==> config.mk <==
export PLATFORM = sky130hd
export DESIGN_NAME = mem_arbiter_flat
export DESIGN_NICKNAME = d
export VERILOG_FILES = /design/src/rtl/mem_arb_pkg.sv /design/src/rtl/mem_arbiter_if.sv /design/src/rtl/mem_arb_pick.sv /design/src/rtl/mem_arbiter.sv /design/src/flat_wrapper.sv
export SDC_FILE = /design/constraint.sdc
export NUM_CORES = 1
export LEC_CHECK = 0
export BUFFER_PORTS_ARGS = -buffer_cell sky130_fd_sc_hd__buf_4
export CORE_AREA = 2 2 89 112
export CTS_CLUSTER_DIAMETER = 150
export DETAILED_ROUTE_END_ITERATION = 16
export DIE_AREA = 0 0 91 114
export SLEW_MARGIN = 5
export SYNTH_ARGS = -nofsm -noshare
export SYNTH_HDL_FRONTEND = slang
export SYNTH_SLANG_ARGS = --single-unit
==> constraint.sdc <==
create_clock -name clk -period 2.09 [get_ports clk]
set_input_delay 0.209 -clock clk [delete_from_list [all_inputs] [get_ports clk]]
set_output_delay 0.209 -clock clk [all_outputs]
set_load 0.05 [all_outputs]
==> src/rtl/mem_arb_pkg.sv <==
// Shared types and widths for the two-requester memory arbiter.
package mem_arb_pkg;

  typedef enum logic [1:0] {
    StIdle = 2'd0,
    StBusy = 2'd1,
    StResp = 2'd2
  } arb_state_e;

  typedef enum logic {
    OwnI = 1'b0,
    OwnD = 1'b1
  } arb_owner_e;

  // Streak counter must hold MAX_D_STREAK up to 15.
  localparam int unsigned STREAK_W = 4;
  // Timeout counter width; TIMEOUT_CYCLES must fit in this many bits.
  localparam int unsigned TMO_W    = 16;

endpackage

==> src/rtl/mem_arbiter_if.sv <==
// Bundle of the I-fetch, load/store and mem_system signals around the arbiter.
// The arbiter connects through the slave modport; the environment uses master.
interface mem_arbiter_if;

  logic [15:0] i_addr;
  logic        i_rd;
  logic [15:0] i_data_out;
  logic        i_done;
  logic        i_stall;
  logic        i_err;

  logic [15:0] d_addr;
  logic [15:0] d_data_in;
  logic        d_rd;
  logic        d_wr;
  logic [15:0] d_data_out;
  logic        d_done;
  logic        d_stall;
  logic        d_err;

  logic [15:0] m_addr;
  logic [15:0] m_data_in;
  logic        m_rd;
  logic        m_wr;
  logic [15:0] m_data_out;
  logic        m_done;
  logic        m_stall;
  logic        m_err;

  modport slave (
    input  i_addr, i_rd,
    output i_data_out, i_done, i_stall, i_err,
    input  d_addr, d_data_in, d_rd, d_wr,
    output d_data_out, d_done, d_stall, d_err,
    output m_addr, m_data_in, m_rd, m_wr,
    input  m_data_out, m_done, m_stall, m_err
  );

  modport master (
    output i_addr, i_rd,
    input  i_data_out, i_done, i_stall, i_err,
    output d_addr, d_data_in, d_rd, d_wr,
    input  d_data_out, d_done, d_stall, d_err,
    input  m_addr, m_data_in, m_rd, m_wr,
    output m_data_out, m_done, m_stall, m_err
  );

endinterface

==> src/rtl/mem_arb_pick.sv <==
// Winner selection for the arbiter: D normally wins, but I is forced through
// once D has been granted MAX_D_STREAK times in a row while I was waiting.
module mem_arb_pick
  import mem_arb_pkg::*;
#(
  parameter int unsigned MAX_D_STREAK = 4
) (
  input  logic clk,
  input  logic rst,
  input  logic i_idle,
  input  logic i_req_i,
  input  logic i_req_d_rd,
  input  logic i_req_d_wr,
  output logic o_grant_i,
  output logic o_grant_d,
  output logic o_d_illegal
);

  logic [STREAK_W-1:0] r_streak;
  logic                w_d_legal;
  logic                w_force_i;

  // A simultaneous load and store is rejected outright, never granted.
  assign w_d_legal   = i_req_d_rd ^ i_req_d_wr;
  assign o_d_illegal = i_idle & i_req_d_rd & i_req_d_wr;
  assign w_force_i   = i_req_i && (r_streak == STREAK_W'(MAX_D_STREAK));
  assign o_grant_i   = i_idle & i_req_i & (w_force_i | ~w_d_legal);
  assign o_grant_d   = i_idle & w_d_legal & ~w_force_i;

  // Count consecutive D grants that starved a waiting I; any gap in I clears it.
  always_ff @(posedge clk) begin
    if (!rst) begin
      r_streak <= '0;
    end else if (!i_req_i || o_grant_i) begin
      r_streak <= '0;
    end else if (o_grant_d && (r_streak != STREAK_W'(MAX_D_STREAK))) begin
      r_streak <= r_streak + 1'b1;
    end
  end

endmodule

==> src/rtl/mem_arbiter.sv <==
// Two-requester arbiter in front of the single mem_system port.
// One transaction at a time: IDLE picks and latches, BUSY drives mem_system,
// RESP returns done/err to the owner for one cycle.
// Optional BUSY watchdog enabled by defining MEM_ARB_TIMEOUT_EN.
module mem_arbiter
  import mem_arb_pkg::*;
#(
  parameter int unsigned MAX_D_STREAK   = 4,
  parameter int unsigned TIMEOUT_CYCLES = 64
) (
  input logic          clk,
  input logic          rst,
  mem_arbiter_if.slave bus
);

  arb_state_e  r_state;
  arb_owner_e  r_owner;
  logic [15:0] r_addr;
  logic [15:0] r_data;
  logic        r_m_rd;
  logic        r_m_wr;
  logic        r_i_done;
  logic        r_i_err;
  logic [15:0] r_i_data;
  logic        r_d_done;
  logic        r_d_err;
  logic [15:0] r_d_data;

  logic        w_idle;
  logic        w_grant_i;
  logic        w_grant_d;
  logic        w_d_illegal;
  logic        w_timeout;
  logic        w_d_err;
  logic        w_unused_stall;

  assign w_idle = (r_state == StIdle);

  mem_arb_pick #(
    .MAX_D_STREAK(MAX_D_STREAK)
  ) u_pick (
    .clk        (clk),
    .rst        (rst),
    .i_idle     (w_idle),
    .i_req_i    (bus.i_rd),
    .i_req_d_rd (bus.d_rd),
    .i_req_d_wr (bus.d_wr),
    .o_grant_i  (w_grant_i),
    .o_grant_d  (w_grant_d),
    .o_d_illegal(w_d_illegal)
  );

`ifdef MEM_ARB_TIMEOUT_EN
  logic [TMO_W-1:0] r_tmo;

  // BUSY cycle counter, restarted on every grant.
  always_ff @(posedge clk) begin
    if (!rst) begin
      r_tmo <= '0;
    end else if (w_grant_i || w_grant_d) begin
      r_tmo <= '0;
    end else if (r_state == StBusy) begin
      r_tmo <= r_tmo + 1'b1;
    end
  end

  assign w_timeout = (r_state == StBusy) && (r_tmo == TMO_W'(TIMEOUT_CYCLES - 1));
`else
  logic [TMO_W-1:0] w_unused_tmo;
  assign w_unused_tmo = TMO_W'(TIMEOUT_CYCLES);
  assign w_timeout    = 1'b0;
`endif

  // Completion is signalled by m_done only; Stall is informational.
  assign w_unused_stall = bus.m_stall;

  // Arbiter FSM with all mem_system and response outputs registered.
  always_ff @(posedge clk) begin
    if (!rst) begin
      r_state  <= StIdle;
      r_owner  <= OwnI;
      r_addr   <= '0;
      r_data   <= '0;
      r_m_rd   <= 1'b0;
      r_m_wr   <= 1'b0;
      r_i_done <= 1'b0;
      r_i_err  <= 1'b0;
      r_i_data <= '0;
      r_d_done <= 1'b0;
      r_d_err  <= 1'b0;
      r_d_data <= '0;
    end else begin
      // Response outputs are single-cycle pulses.
      r_i_done <= 1'b0;
      r_i_err  <= 1'b0;
      r_i_data <= '0;
      r_d_done <= 1'b0;
      r_d_err  <= 1'b0;
      r_d_data <= '0;
      unique case (r_state)
        StIdle: begin
          if (w_grant_d) begin
            r_state <= StBusy;
            r_owner <= OwnD;
            r_addr  <= bus.d_addr;
            r_data  <= bus.d_data_in;
            r_m_rd  <= bus.d_rd;
            r_m_wr  <= bus.d_wr;
          end else if (w_grant_i) begin
            r_state <= StBusy;
            r_owner <= OwnI;
            r_addr  <= bus.i_addr;
            r_data  <= '0;
            r_m_rd  <= 1'b1;
            r_m_wr  <= 1'b0;
          end
        end
        StBusy: begin
          if (bus.m_err || bus.m_done || w_timeout) begin
            r_state <= StResp;
            r_addr  <= '0;
            r_data  <= '0;
            r_m_rd  <= 1'b0;
            r_m_wr  <= 1'b0;
            // m_err beats m_done; timeout only fires when neither arrived.
            if (bus.m_err || !bus.m_done) begin
              if (r_owner == OwnD) r_d_err <= 1'b1;
              else                 r_i_err <= 1'b1;
            end else if (r_owner == OwnD) begin
              r_d_done <= 1'b1;
              r_d_data <= r_m_rd ? bus.m_data_out : 16'h0000;
            end else begin
              r_i_done <= 1'b1;
              r_i_data <= bus.m_data_out;
            end
          end
        end
        StResp: begin
          r_state <= StIdle;
        end
        default: begin
          r_state <= StIdle;
        end
      endcase
    end
  end

  // An illegal D request is refused in the same IDLE cycle it is seen.
  assign w_d_err = r_d_err | w_d_illegal;

  assign bus.m_addr     = r_addr;
  assign bus.m_data_in  = r_data;
  assign bus.m_rd       = r_m_rd;
  assign bus.m_wr       = r_m_wr;

  assign bus.i_done     = r_i_done;
  assign bus.i_err      = r_i_err;
  assign bus.i_data_out = r_i_data;
  assign bus.i_stall    = bus.i_rd & ~r_i_done & ~r_i_err;

  assign bus.d_done     = r_d_done;
  assign bus.d_err      = w_d_err;
  assign bus.d_data_out = r_d_data;
  assign bus.d_stall    = (bus.d_rd | bus.d_wr) & ~r_d_done & ~w_d_err;

endmodule

==> src/flat_wrapper.sv <==
// flat-port wrapper written by rule: the top's interface ports become plain ports
module mem_arbiter_flat import mem_arb_pkg::*;
#(
  parameter int unsigned MAX_D_STREAK   = 4,
  parameter int unsigned TIMEOUT_CYCLES = 64
)
  (clk, rst, bus_i_addr, bus_i_rd, bus_i_data_out, bus_i_done, bus_i_stall, bus_i_err, bus_d_addr, bus_d_data_in, bus_d_rd, bus_d_wr, bus_d_data_out, bus_d_done, bus_d_stall, bus_d_err, bus_m_addr, bus_m_data_in, bus_m_rd, bus_m_wr, bus_m_data_out, bus_m_done, bus_m_stall, bus_m_err);
  mem_arbiter_if bus_i ();
  input logic clk;
  input logic rst;
  input wire logic [$bits(bus_i.i_addr)-1:0] bus_i_addr;
  input wire logic [$bits(bus_i.i_rd)-1:0] bus_i_rd;
  output wire logic [$bits(bus_i.i_data_out)-1:0] bus_i_data_out;
  output wire logic [$bits(bus_i.i_done)-1:0] bus_i_done;
  output wire logic [$bits(bus_i.i_stall)-1:0] bus_i_stall;
  output wire logic [$bits(bus_i.i_err)-1:0] bus_i_err;
  input wire logic [$bits(bus_i.d_addr)-1:0] bus_d_addr;
  input wire logic [$bits(bus_i.d_data_in)-1:0] bus_d_data_in;
  input wire logic [$bits(bus_i.d_rd)-1:0] bus_d_rd;
  input wire logic [$bits(bus_i.d_wr)-1:0] bus_d_wr;
  output wire logic [$bits(bus_i.d_data_out)-1:0] bus_d_data_out;
  output wire logic [$bits(bus_i.d_done)-1:0] bus_d_done;
  output wire logic [$bits(bus_i.d_stall)-1:0] bus_d_stall;
  output wire logic [$bits(bus_i.d_err)-1:0] bus_d_err;
  output wire logic [$bits(bus_i.m_addr)-1:0] bus_m_addr;
  output wire logic [$bits(bus_i.m_data_in)-1:0] bus_m_data_in;
  output wire logic [$bits(bus_i.m_rd)-1:0] bus_m_rd;
  output wire logic [$bits(bus_i.m_wr)-1:0] bus_m_wr;
  input wire logic [$bits(bus_i.m_data_out)-1:0] bus_m_data_out;
  input wire logic [$bits(bus_i.m_done)-1:0] bus_m_done;
  input wire logic [$bits(bus_i.m_stall)-1:0] bus_m_stall;
  input wire logic [$bits(bus_i.m_err)-1:0] bus_m_err;
  assign bus_i.i_addr = bus_i_addr;
  assign bus_i.i_rd = bus_i_rd;
  assign bus_i_data_out = bus_i.i_data_out;
  assign bus_i_done = bus_i.i_done;
  assign bus_i_stall = bus_i.i_stall;
  assign bus_i_err = bus_i.i_err;
  assign bus_i.d_addr = bus_d_addr;
  assign bus_i.d_data_in = bus_d_data_in;
  assign bus_i.d_rd = bus_d_rd;
  assign bus_i.d_wr = bus_d_wr;
  assign bus_d_data_out = bus_i.d_data_out;
  assign bus_d_done = bus_i.d_done;
  assign bus_d_stall = bus_i.d_stall;
  assign bus_d_err = bus_i.d_err;
  assign bus_m_addr = bus_i.m_addr;
  assign bus_m_data_in = bus_i.m_data_in;
  assign bus_m_rd = bus_i.m_rd;
  assign bus_m_wr = bus_i.m_wr;
  assign bus_i.m_data_out = bus_m_data_out;
  assign bus_i.m_done = bus_m_done;
  assign bus_i.m_stall = bus_m_stall;
  assign bus_i.m_err = bus_m_err;
  mem_arbiter #(.MAX_D_STREAK(MAX_D_STREAK), .TIMEOUT_CYCLES(TIMEOUT_CYCLES)) u_core (.clk(clk), .rst(rst), .bus(bus_i));
endmodule
* Word-level counts from Yosys, hierarchy flattened
Index checks and enable logic that the tools add are counted.
** Word-level totals
- Output and inout bits :: 72
- Bits in latches :: 0
- Input bits :: 72
- ROM bits :: 0
- Bits in registers :: 77
- Memory bits (writable) :: 0
- Memories :: 0
- Word-level logic and storage cells :: 83
** Cells by class
- Add/subtract/negate cells :: 1
- Reduce and logical (&&, ||, !) cells :: 18
- Multiply operators :: 0
- $lt $le $gt $ge :: 0
- Equality and inequality tests :: 5
- Bitwise logic cells :: 25
- Muxes and demuxes :: 21
- Shift-type cells :: 0
- Div/mod/pow operators :: 0
** Operator list (number)
- $mux W16 :: 5
- $pmux W16 S2 :: 2
- $not A1 Y1 :: 11
- $and A1 B1 Y1 :: 10
- $mux W1 :: 8
- $mux W2 :: 3
- $reduce_or A6 Y1 :: 1
- $reduce_or A5 Y1 :: 1
- $add A4 B1 Y4 const B :: 1
- $eq A4 B3 Y1 const B :: 1
- $ne A4 B3 Y1 const B :: 1
- $pmux W1 S2 :: 2
- $pmux W2 S2 :: 1
- $reduce_and A2 Y1 :: 2
- $reduce_and A4 Y1 :: 1
- $reduce_bool A2 Y1 :: 2
- $reduce_or A4 Y1 :: 1
- $logic_or A1 B1 Y1 :: 3
- $ne A3 B1 Y1 const B :: 1
- $or A1 B1 Y1 :: 3
- $reduce_and A3 Y1 :: 1
- $eq A2 B1 Y1 const B :: 1
- $logic_and A1 B1 Y1 :: 2
- $logic_not A1 Y1 :: 2
- 4 further kinds :: 4

* Depth between registers and ports, before layout
- Word-level depth :: 7
- Mapped depth :: 9
- Depth with buffers taken out :: 6

* By module
From an unflattened synthesis, not the netlist that was laid out.
** Unflattened totals
- Cell total of the unflattened synthesis :: 299
- Area total of the unflattened synthesis :: 2917.8 µm²
** By module, submodules not included
- mem_arbiter :: times used 1, seq. area each 1461.4 µm², cells each 264, area an instance 2638.8 µm²
- mem_arb_pick :: times used 1, seq. area each 80.1 µm², cells each 35, area an instance 279.0 µm²

* Worst setup path before layout
Ideal clock, no wire load.
- Kind :: flip-flop to output port
- Start point :: register u_core.r_state[0]
- End point :: output port bus_d_stall
- Path slack :: -210 ps
- Data required time :: 1881 ps
- Cell stages (with the launch flop) :: 6
- Data arrival time :: 2091 ps
- Path buffers :: 2
- Path through :: dfxtp_1 -> buf_2 -> nor2_1 -> buf_2 -> a31o_2 -> nor3_1
** Between the ends
- Cells in the longest elaborated chain, start to end :: 6
** Ends and longest elaborated chain
- start, declared :: line mem_arbiter.sv:16 : arb_state_e r_state;
- start signal, assigned :: line mem_arbiter.sv:80 : r_state <= StIdle;
- start signal, assigned :: line mem_arbiter.sv:103 : r_state <= StBusy;
- start signal, assigned :: line mem_arbiter.sv:110 : r_state <= StBusy;
- $logic_not A2 Y1 :: line mem_arbiter.sv:37 : assign w_idle = (r_state == StIdle);
- $and A1 B1 Y1 (2 in a row) :: line mem_arb_pick.sv:25 : assign o_d_illegal = i_idle & i_req_d_rd & i_req_d_wr;
- $or A1 B1 Y1 :: line mem_arbiter.sv:149 : assign w_d_err = r_d_err | w_d_illegal;
- net bus_d_err :: line flat_wrapper.sv:24 : output wire logic [$bits(bus_i.d_err)-1:0] bus_d_err;
- $not A1 Y1 :: line mem_arbiter.sv:164 : assign bus.d_stall = (bus.d_rd | bus.d_wr) & ~r_d_done & ~w_d_err;
- $and A1 B1 Y1 :: line mem_arbiter.sv:164
- end, declared :: line flat_wrapper.sv:23 : output wire logic [$bits(bus_i.d_stall)-1:0] bus_d_stall;
The timed path passes the listed nets, and every way through them passes these cells.

* Worst setup path in the final report
- Start point :: register u_core.u_pick.r_streak[0]
- End point :: register u_core.r_data[12] (netlist: u_core.bus.m_data_in[12])
** Between the ends
- Cells in the longest elaborated chain, start to end :: 6
- Elaborated cells between the ends (all ways) :: 10
- Classes of those cells :: eq/ne (2); mux (2); bitwise (4); reduce/logical (2)
** Ends and longest elaborated chain
- start, declared :: line mem_arb_pick.sv:19 : logic [STREAK_W-1:0] r_streak;
- start signal, assigned :: line mem_arb_pick.sv:37 : r_streak <= r_streak + 1'b1;
- $eq A4 B3 Y1 * :: line mem_arb_pick.sv:26 : assign w_force_i = i_req_i && (r_streak == STREAK_W'(MAX_D_STREAK));
- $logic_and A1 B1 Y1 * :: line mem_arb_pick.sv:26
- $or A1 B1 Y1 or $not A1 Y1 (tied branches) :: line mem_arb_pick.sv:27, mem_arb_pick.sv:28
- $and A1 B1 Y1 (on tied branches) :: line mem_arb_pick.sv:27, mem_arb_pick.sv:28
- $ne A3 B1 Y1 (no source line) or $mux W16 (tied branches)
- $reduce_and A3 Y1 (no source line) or $pmux W16 S2 (tied branches)
- end signal, assigned :: line mem_arbiter.sv:106 : r_data <= bus.d_data_in;
- end, declared :: line mem_arbiter.sv:19 : logic [15:0] r_data;
Every way passes the cells marked *; elsewhere a longest branch is shown, timed or not.
A chain may end at the register's enable or synchronous reset.

==> flow_metrics.tcl <==
set metrics [dict create \
    die_w_um 91 \
    track_usage 0.131 \
    syn_nets 324 \
    dr_total_vias 2333 \
    p_clk_frac 0.418 \
    ys_types 31 \
    placementRows 40 \
    setup_violations 0 \
    io_buffers 142 \
    place_hpwl_um 5030 \
    clkTransAtPathRegs_ps 60 \
    fin_crit_sh 0.854 \
    dpl_worst_slack_ps 233 \
    ctsHtreeMaxLevel 3 \
    crit_arrival_ps 2050 \
    max_slew_margin 0.551 \
    drtAntennaViolNets 0 \
    hold_class "in2reg" \
    cts_made_buffers 9 \
    cp.required_ps 2350 \
    via_per_inst 4.46 \
    drtIter0Drc 147 \
    synthTopCellsByCount "dfxtp_1, nor2b_1, and3_1" \
    area_delta_synth_final_pct 56.0 \
    cts_tree "done" \
    place_congestion 0.738 \
    synth_top_cell_by_area "dfxtp_1" \
    vdd_drop_max_uv 366 \
    fmax_mhz 560 \
    placed_area_um2 3900 \
    grt_setup_unrepaired "false" \
    fp.dieH_um 114 \
    status "finished, final reports clean" \
    hold_ws_ps 86.4 \
    endpoint_kind "flip-flop" \
    timing.max_cap.violations 0 \
    coreArea_um2 9410 \
    p_sw_frac 0.273 \
    postLayoutCoreUtil 0.449 \
    finalHoldViolCount 0 \
    grt-ovfl-total 0 \
    initial_core_util 0.288 \
    critical_path_class "reg2reg" \
    startpoint_type "flip-flop" \
    ys_async_sr_fraction 0 \
    drcViolationCount 0 \
    cts_buffer_depth 2 \
    synth_flop_cell "dfxtp_1" \
    drive_above_1_share 0.423 \
    stdcell_count 523 \
    dieArea_um2 10400 \
    ys_ff_latch 77 \
    netlist_area_um2 2710 \
    fin_nets 467 \
    synth_edf_count 0 \
    wire_per_inst_um 13.1 \
    cpMaxStageDelayCell "and3_1" \
    antenna_found_initial 0 \
    grt_max_degree 24 \
    post-cts-setup-buffer-count 0 \
    synth_cells 249 \
    cts_hold_buffers 0 \
    drv_slew 0 \
    period_needed_ps 1780 \
    first_global_vias 2177 \
    grt_pass1_wl_um 10600 \
    firstDrtPassIters 4 \
    p_switching_mw 1.09 \
    io_pins 144 \
    power_density_nw_per_um2 944 \
    cts.sinks 77 \
    fin_setup_tns_ps 0 \
    yosysSeqAreaShare 0.569 \
    critPathMaxStageDelay_ps 580 \
    yosys-top-cells-area "dfxtp_1, mux2i_1, o2bb2ai_1" \
    ctsResizeCount 0 \
    place_inst 507 \
    wl_um 6840 \
    root_buffer "clkbuf_16" \
    num_antenna_cells 0 \
    p_int_mw 2.90 \
    yosysWarnings 0 \
    fin_area_um2 4230 \
    p_leak_nw 2.02 \
    comb_power_share 0.183 \
    finalPower_mw 3.99 \
    setup_slack_ps 305 \
    path_cells "inv_1, ha_1, nand4b_1, and3_1, a22oi_1, nor2b_1" \
    synth_most_common_cell "dfxtp_1" \
    insertion_delay_ps 330 \
    synth.top_cell.area_share 0.569 \
    finalClockSkew_ps 7.36 \
    power_frac_seq 0.399 \
    worst-slew-pin-transition_ps 673 \
    crit_fanout 17 \
    avgSynthCellArea_um2 10.9 \
]
per-layer routing:
metal  vias up  wire [um]  track usage
met1      1085       2690        0.145
met2        72       3620        0.230
li1       1164          -            -
met4         0        172       0.0848
met3        12        358       0.0264
met5         -          0            0
kinds of logic after synthesis:
kind of cell    share of synthesized area
compound gates                      0.130
fa+ha+maj                          0.0138
buf+inv                            0.0401
flops                               0.569
mux                                0.0628
simple gates                        0.185
worst max-delay path: cells and delay by family (launching register included):
family / cells / cell delay, ps
flip-flops: 1 / 370
buffers and inverters: 1 / 80
adder cells (fa/ha/maj): 1 / 230
AO/OA/AOI/OAI: 1 / 190
AND/OR/NAND/NOR: 3 / 860
cells in the final DEF (no fill, tap or decap), types with 3 or more instances in the layout:
cell type  count
buf_4        149
dfxtp_1       77
nor2b_1       20
and3_1        18
a22oi_1       17
and2_1        17
mux2i_1       17
o2bb2ai_1     16
clkbuf_16      9
nand2_1        8
nor2_1         6
inv_1          5
nand3_1        3
o21ai_0        3
a21oi_1        3
ha_1           3
final timing paths:
path / from / to / slack, ps / depth (start not counted)
max reg2reg: u_core.u_pick.r_streak[0]$_SDFFE_PP0P_ / u_core.bus.m_data_in[12]$_SDFFE_PN0P_ / 310 / 6
min reg2reg: u_core.bus.m_addr[10]$_SDFFE_PN0P_ / u_core.bus.m_addr[10]$_SDFFE_PN0P_ / 460 / 1
min: bus_m_data_out[9] / u_core.bus.i_data_out[9]$_SDFF_PP0_ / 90 / 2
max: u_core.u_pick.r_streak[0]$_SDFFE_PP0P_ / u_core.bus.m_data_in[12]$_SDFFE_PN0P_ / 310 / 6
sequential cells by signal, summed over array words and instances (netlist names):
signal / count
u_core.bus.m_wr: 1
u_core.u_pick.r_streak: 4
u_core.r_owner: 1
u_core.bus.m_addr: 16
u_core.bus.i_err: 1
u_core.r_state: 2
u_core.bus.i_done: 1
u_core.r_d_err: 1
u_core.bus.d_done: 1
u_core.bus.m_rd: 1
u_core.bus.d_data_out: 16
u_core.bus.m_data_in: 16
u_core.bus.i_data_out: 16
power groups by stage:
stage	Sequential [mW]	Combinational [mW]	Clock, mW
after floorplan	1.83	0.257	0
after global placement	1.62	0.733	0
after detailed placement	1.62	0.740	0
after CTS	1.59	0.739	1.72
after global routing	1.60	0.777	1.77
final	1.59	0.731	1.67
layout make-up:
class | count | area, um^2
Multi-Input combinational cell | 150 | 1070
Clock buffer | 11 | 243
Timing Repair Buffer | 149 | 1120
Inverter | 5 | 18.8
Tap cell | 126 | 158
Fill cell | 909 | 5180
Clock inverter | 5 | 83.8
Sequential cell | 77 | 1540
Note: power is estimated with default switching activity, not from simulation.
